## src/rtl/conv_encoder_if.sv

```systemverilog
// rtl/conv_encoder_if.sv - AXI-Stream style word channel used on both sides of the convolutional encoder
interface conv_encoder_if #(
    parameter int WIDTH = 32
);
    logic [WIDTH-1:0] tdata;
    logic [3:0]       tuser;
    logic             tvalid;
    logic             tready;
    logic             tlast;

    modport master (output tdata, output tuser, output tvalid, output tlast, input tready);
    modport slave  (input tdata, input tuser, input tvalid, input tlast, output tready);
endinterface

```

## src/rtl/conv_encoder.sv

```systemverilog
// rtl/conv_encoder.sv - rate-1/2 K=7 convolutional encoder (133o/171o), two output beats per input word
// Optional packet counter on m_axis enabled by defining CONV_ENC_STATS_EN.
module conv_encoder #(
    parameter int WIDTH = 32
) (
    input  logic                aclk,
    input  logic                aresetn,
    conv_encoder_if.slave       s_axis,
    conv_encoder_if.master      m_axis
`ifdef CONV_ENC_STATS_EN
    ,
    output logic [15:0]         pkt_count
`endif
);

    typedef enum logic [1:0] {EMPTY, BEAT0, BEAT1} state_t;

    state_t             state;
    logic [5:0]         hist_q;
    logic [WIDTH-1:0]   upper_q;
    logic               last_q;
    logic [WIDTH-1:0]   tdata_q;
    logic [3:0]         tuser_q;
    logic               tvalid_q;
    logic               tlast_q;

    logic               s_ready;
    logic               s_hs;
    logic               m_hs;
    logic [WIDTH+5:0]   ext;
    logic [2*WIDTH-1:0] coded;

    assign s_ready = (state == EMPTY) | ((state == BEAT1) & m_axis.tready);
    assign s_hs    = s_axis.tvalid & s_ready;
    assign m_hs    = tvalid_q & m_axis.tready;

    // ext[i+6] is input bit i; ext[i+6-k] is the bit k steps earlier, reaching into the history.
    assign ext = {s_axis.tdata, hist_q};

    always_comb begin
        coded = '0;
        for (int i = 0; i < WIDTH; i++) begin
            coded[2*i]   = ext[i+6] ^ ext[i+4] ^ ext[i+3] ^ ext[i+1] ^ ext[i];
            coded[2*i+1] = ext[i+6] ^ ext[i+5] ^ ext[i+4] ^ ext[i+3] ^ ext[i];
        end
    end

    always_ff @(posedge aclk or negedge aresetn) begin
        if (!aresetn) begin
            state    <= EMPTY;
            hist_q   <= '0;
            upper_q  <= '0;
            last_q   <= 1'b0;
            tdata_q  <= '0;
            tuser_q  <= '0;
            tvalid_q <= 1'b0;
            tlast_q  <= 1'b0;
        end else if (s_hs) begin
            hist_q   <= s_axis.tlast ? 6'b0 : s_axis.tdata[WIDTH-1 -: 6];
            tdata_q  <= coded[WIDTH-1:0];
            upper_q  <= coded[2*WIDTH-1:WIDTH];
            tuser_q  <= s_axis.tuser;
            last_q   <= s_axis.tlast;
            tvalid_q <= 1'b1;
            tlast_q  <= 1'b0;
            state    <= BEAT0;
        end else begin
            case (state)
                BEAT0: begin
                    if (m_axis.tready) begin
                        tdata_q <= upper_q;
                        tlast_q <= last_q;
                        state   <= BEAT1;
                    end
                end
                BEAT1: begin
                    if (m_axis.tready) begin
                        tvalid_q <= 1'b0;
                        state    <= EMPTY;
                    end
                end
                default: begin
                end
            endcase
        end
    end

`ifdef CONV_ENC_STATS_EN
    always_ff @(posedge aclk or negedge aresetn) begin
        if (!aresetn) begin
            pkt_count <= '0;
        end else if (m_hs && tlast_q) begin
            pkt_count <= pkt_count + 16'd1;
        end
    end
`endif

    assign s_axis.tready = s_ready;
    assign m_axis.tdata  = tdata_q;
    assign m_axis.tuser  = tuser_q;
    assign m_axis.tvalid = tvalid_q;
    assign m_axis.tlast  = tlast_q;

endmodule

```

## src/flat_wrapper.sv

```systemverilog
// flat-port wrapper written by rule: the top's interface ports become plain ports
module conv_encoder_flat 
#(
    parameter int WIDTH = 32
)
  (aclk, aresetn, s_axis_tdata, s_axis_tuser, s_axis_tvalid, s_axis_tlast, s_axis_tready, m_axis_tdata, m_axis_tuser, m_axis_tvalid, m_axis_tlast, m_axis_tready);
  conv_encoder_if #(.WIDTH(WIDTH)) s_axis_i ();
  conv_encoder_if #(.WIDTH(WIDTH)) m_axis_i ();
  input  logic aclk;
  input  logic aresetn;
  input wire logic [$bits(s_axis_i.tdata)-1:0] s_axis_tdata;
  input wire logic [$bits(s_axis_i.tuser)-1:0] s_axis_tuser;
  input wire logic [$bits(s_axis_i.tvalid)-1:0] s_axis_tvalid;
  input wire logic [$bits(s_axis_i.tlast)-1:0] s_axis_tlast;
  output wire logic [$bits(s_axis_i.tready)-1:0] s_axis_tready;
  output wire logic [$bits(m_axis_i.tdata)-1:0] m_axis_tdata;
  output wire logic [$bits(m_axis_i.tuser)-1:0] m_axis_tuser;
  output wire logic [$bits(m_axis_i.tvalid)-1:0] m_axis_tvalid;
  output wire logic [$bits(m_axis_i.tlast)-1:0] m_axis_tlast;
  input wire logic [$bits(m_axis_i.tready)-1:0] m_axis_tready;
  assign s_axis_i.tdata = s_axis_tdata;
  assign s_axis_i.tuser = s_axis_tuser;
  assign s_axis_i.tvalid = s_axis_tvalid;
  assign s_axis_i.tlast = s_axis_tlast;
  assign s_axis_tready = s_axis_i.tready;
  assign m_axis_tdata = m_axis_i.tdata;
  assign m_axis_tuser = m_axis_i.tuser;
  assign m_axis_tvalid = m_axis_i.tvalid;
  assign m_axis_tlast = m_axis_i.tlast;
  assign m_axis_i.tready = m_axis_tready;
  conv_encoder #(.WIDTH(WIDTH)) u_core (.aclk(aclk), .aresetn(aresetn), .s_axis(s_axis_i), .m_axis(m_axis_i));
endmodule
```

## config.mk

```make
export PLATFORM = sky130hd
export DESIGN_NAME = conv_encoder_flat
export DESIGN_NICKNAME = d
export VERILOG_FILES = /design/src/rtl/conv_encoder_if.sv /design/src/rtl/conv_encoder.sv /design/src/flat_wrapper.sv
export SDC_FILE = /design/constraint.sdc
export NUM_CORES = 1
export LEC_CHECK = 0
export CORE_MARGIN = 4
export CORE_UTILIZATION = 55
export DETAILED_ROUTE_END_ITERATION = 10
export PLACE_DENSITY = 0.81
export SYNTH_ARGS = -nofsm -noshare
export SYNTH_HDL_FRONTEND = slang
export SYNTH_SLANG_ARGS = --single-unit
```

## constraint.sdc

```tcl
create_clock -name aclk -period 5.5 [get_ports aclk]
set_clock_uncertainty 0.2 [all_clocks]
set_input_delay 0.55 -clock aclk [delete_from_list [all_inputs] [get_ports aclk]]
set_output_delay 0.55 -clock aclk [all_outputs]
set_load 0.03 [all_outputs]
```

[Word level (Yosys, flattened, before mapping)]
Cells that the tools add are included.
Cells by class
  bitwise gates (word level): 259
  reduce and logical (&&, ||, !) cells: 8
  muxes and demuxes: 14
  equality and inequality tests: 4
Operators with widths (count)
  $xor A1 B1 Y1: 256
  $mux W32: 3
  $mux W1: 6
  $mux W2: 3
  $mux W6: 1
  $ne A3 B2 Y1 const B: 2
  $reduce_bool A2 Y1: 3
  $pmux W2 S2: 1
  $reduce_and A2 Y1: 2
  $reduce_and A3 Y1: 1
  $reduce_bool A3 Y1: 1
  $and A1 B1 Y1: 2
  $eq A2 B1 Y1 const B: 1
  $eq A2 B2 Y1 const B: 1
  $logic_not A2 Y1: 1
  $or A1 B1 Y1: 1
Word-level totals
  output and inout bits: 39
  bits in registers: 79
  input bits: 41

[Depth between registers and ports, before layout]
  depth in word-level cells: 6
  depth in mapped cells: 7
  gate-level depth less buffers: 5

[Worst setup path before layout]
No wires, ideal clock.
  path kind: input port to flip-flop
  start: input m_axis_tready
  end: register u_core.upper_q[0]
  setup time: 0.125 ns
  data required time: 5.175 ns
  data arrival time: 1.812 ns
  stages on the path: 6
  path slack: 3.363 ns
  path through: buf_2 > a21o_1 > and2_1 > buf_2 > buf_6 > mux2_2
On the way
  longest elaborated chain between the ends: 3
RTL lines
  start: declaration: line flat_wrapper.sv:20  | input wire logic [$bits(m_axis_i.tready)-1:0] m_axis_tready;
  $and A1 B1 Y1: line conv_encoder.sv:33  | assign s_ready = (state == EMPTY) | ((state == BEAT1) & m_axis.tready);
  $or A1 B1 Y1: line conv_encoder.sv:33
  via s_axis_tready: line flat_wrapper.sv:15  | output wire logic [$bits(s_axis_i.tready)-1:0] s_axis_tready;
  $and A1 B1 Y1: line conv_encoder.sv:34  | assign s_hs = s_axis.tvalid & s_ready;
  end signal: assignment: line conv_encoder.sv:61  | upper_q <= coded[2*WIDTH-1:WIDTH];
  end: declaration: line conv_encoder.sv:20  | logic [WIDTH-1:0] upper_q;
The timed path passes the listed nets, and every way through them passes these cells.
A chain may end at the register's enable or synchronous reset.

[Worst setup path in the final report]
  start: input m_axis_tready
  end: output s_axis_tready
On the way
  longest elaborated chain between the ends: 2
RTL lines (line)
  $and A1 B1 Y1: conv_encoder.sv:33
  $or A1 B1 Y1: conv_encoder.sv:33
  end: declaration: flat_wrapper.sv:15
No other way between the ends.

==> results.json <==
{
  "status": "completed",
  "fillers": 696,
  "synth_edf_count": 0,
  "hpwl_mm": 7.863,
  "drive_above_1_share_pct": 9.153,
  "post-synth-top-area-fraction_pct": 37.52,
  "die_area_sq_mm": 0.01121,
  "yosysWarningCount": 0,
  "drt-pass1-iter-count": 4,
  "clkLatencyLatePin_ps": 350,
  "drt_wl_total_mm": 10.86,
  "grt_setup_unrepaired": "no",
  "synth_ff_type": "dfrtp_1",
  "netlist_top_cells_area": "dfrtp_1, xnor3_1, mux2i_1, xnor2_1, mux2_1",
  "synth.ff_latch_count": 79,
  "hp-class": "input pin to async pin",
  "slew_viol_final": 0,
  "maximum_operating_frequency_mhz": 361.1,
  "width_of_the_die_microns": 105.9,
  "placement.io_buffers": 79,
  "drc": 0,
  "initial_utilization_pct": 56.75,
  "synth.yosys.seq_area_share_pct": 37.52,
  "die-height_microns": 105.9,
  "cts_post_setup_buffers_inserted": 0,
  "synthDominantAreaCellType": "dfrtp_1",
  "vdd.ir_drop.worst_mv": 0.3570,
  "synth_area_sq_mm": 0.005269,
  "final_net_count": 476,
  "timing_worst_slew_pin_value_ps": 1126,
  "clockBufferDepth": 2,
  "routed_wire_length_per_instance_microns": 19.19,
  "pin_count_of_the_biggest_net_entering_global_routing": 80,
  "finalWeightedCongestion": 0.8058,
  "cp.arrival_ps": 2020,
  "clockRootBuffer": "clkbuf_8",
  "grt_first_pass_wirelength_mm": 18.03,
  "htree_levels": 3,
  "final.min_clock_period_ps": 2769,
  "setup-violations-final": 0,
  "cts_resized": 0,
  "grt_pass1_vias": 3229,
  "drt_first_iter_violations": 101,
  "power.density_cell_area_mw_per_mm2": 529.7,
  "cts.hold.buffers_added": 0,
  "route.detailed.vias_per_inst": 5.270,
  "synthesis.instances": 376,
  "timing_worst_setup_path_type": "input pin to output pin",
  "worst_slew_margin_rel_pct": 24.68,
  "tritoncts": "built",
  "antenna-diode-count": 0,
  "rows": 35,
  "ioPinCount": 80,
  "worst_setup_hold_path_clk_slew_ps": 90,
  "vias_post_dr": 2983,
  "antenna_violations_before_repair": 0,
  "globalRouteOverflowTotal": 0,
  "detail-route-antenna-nets": 0,
  "groute.usage.overall_pct": 20.78,
  "ys_types": 29,
  "leakage_nw": 3.100,
  "area_growth_syn_to_layout_pct": 18.24,
  "syn_area_per_cell_sq_um": 14.01,
  "regToRegSetupSlack_ps": 2950,
  "clock-sinks": 79,
  "hold_viol": 0,
  "postSynthNetCount": 420,
  "critical_path.max_fanout": 7,
  "numCtsBuffers": 9,
  "final_cells": 566,
  "placedCellCount": 550,
  "floorplan.core_area_sq_mm": 0.009284,
  "timing.max_cap.violations": 0,
  "cp-end-kind": "output pin",
  "ys_async_sr_fraction_pct": 100.0,
  "critPathRequiredTime_ps": 4750,
  "worstSetupStartpointType": "input pin",
  "final.setup.tns_ps": 0,
  "finalCritPeriodShare_pct": 50.35
}
worst paths after layout:
kind / from / to / depth (start not counted)
max: m_axis_tready / s_axis_tready / 3
min: aresetn / u_core.upper_q[29] / 1
min reg2reg: u_core.upper_q[26] / u_core.upper_q[26] / 1
max in group asynchronous: aresetn / u_core.upper_q[17] / 1
min in group aclk: u_core.upper_q[26] / u_core.upper_q[26] / 1
max reg2reg: u_core.state[0] / u_core.upper_q[6] / 5
cells in the final DEF, fill, tap and decap left out, types with 2 or more instances in the layout:
cell type        Yosys  routed
dfrtp_1             79      79
clkdlybuf4s50_1      0      78
mux2i_1             63      63
xnor2_1             54      54
xnor3_1             39      39
mux2_1              32      32
xor2_1              20      20
mux2_2              12      12
clkbuf_8             0      10
nor2b_1              6       6
xor3_1               5       5
nand2_1              7       5
inv_1                4       4
xnor2_2              3       3
xor2_2               3       3
ha_1                 3       3
clkinv_2             0       3
xnor2_4              2       2
nand2_2              0       2
nor2_1               2       2
clkinvlp_4           0       2
state kept, by name, summed over array words and instances (netlist names):
name	count
u_core.hist_q	6
u_core.last_q	1
u_core.m_axis.tdata	32
u_core.m_axis.tlast	1
u_core.m_axis.tuser	4
u_core.m_axis.tvalid	1
u_core.state	2
u_core.upper_q	32
critical path, cell delays in order:
cell and delay (ps):
clkdlybuf4s50_1 590, a21o_1 190, clkdlybuf4s50_1 680
routing by layer:
layer	vias to the layer above	wire (microns)	track usage, %
met1	1516	5327	31.31
met4	0	136	5.643
met2	69	5009	31.15
li1	1387	-	-
met3	11	388	3.735
met5	-	0	0
power breakdown:
group          internal, mW  leakage, nW  switching [mW]
Sequential            0.888        0.936           0.200
Clock                 0.220       0.0981           0.224
Combinational         0.909         2.07           0.859
Total                  2.02         3.10            1.28
synthesized netlist by cell type (2+ instances only):
cell and count:
xnor3_1 39, xor2_1 20, xor3_1 5, buf_6 4, xnor2_1 54, nand2_1 7, xor2_2 3, mux2_2 12
mux2_1 32, inv_1 4, dfrtp_1 79, buf_2 22, nor2b_1 6, xnor2_4 2, buf_4 2, xnor2_2 3
ha_1 3, mux2i_1 63, clkbuf_1 5, nor2_1 2
cell type report:
class	instances	area, sq um	area share, %
sequential	79	1977	31.73
clock inverter	6	60.06	0.9640
multi-input combinational	259	3090	49.61
inverter	4	15.01	0.2410
tap	129	161.4	2.591
clock buffer	10	137.6	2.209
timing repair buffer	79	788.3	12.65
stage by stage:
| step | cell area [sq um] | hold slack (ps) | total power [mW] | setup WS [ps] | util, % |
|---|---|---|---|---|---|
| after floorplan | 5269 | 54.41 | 2.334 | 3363 | - |
| after global placement | 6032 | 261.8 | 2.820 | 2584 | 64.97 |
| after detailed placement | 6032 | 276.3 | 2.875 | 2497 | 64.97 |
| after CTS | 6230 | 201.8 | 3.326 | 2729 | 67.10 |
| after global routing | 6230 | 239.9 | 3.513 | 2673 | 67.10 |
| final | 6230 | 168.3 | 3.300 | 2731 | 67.10 |
cells by family (layout without fill, tap and decap cells):
family | Yosys count | count (layout) | synth area share (%)
compound gates | 5 | 5 | 0.6411
xor+xnor | 126 | 126 | 34.12
fa+ha+maj | 3 | 3 | 0.7125
buf+inv | 38 | 99 | 3.942
flops | 79 | 79 | 37.52
mux | 107 | 107 | 21.37
simple gates | 18 | 18 | 1.686
No activity file was read; power rests on OpenSTA's default activity.
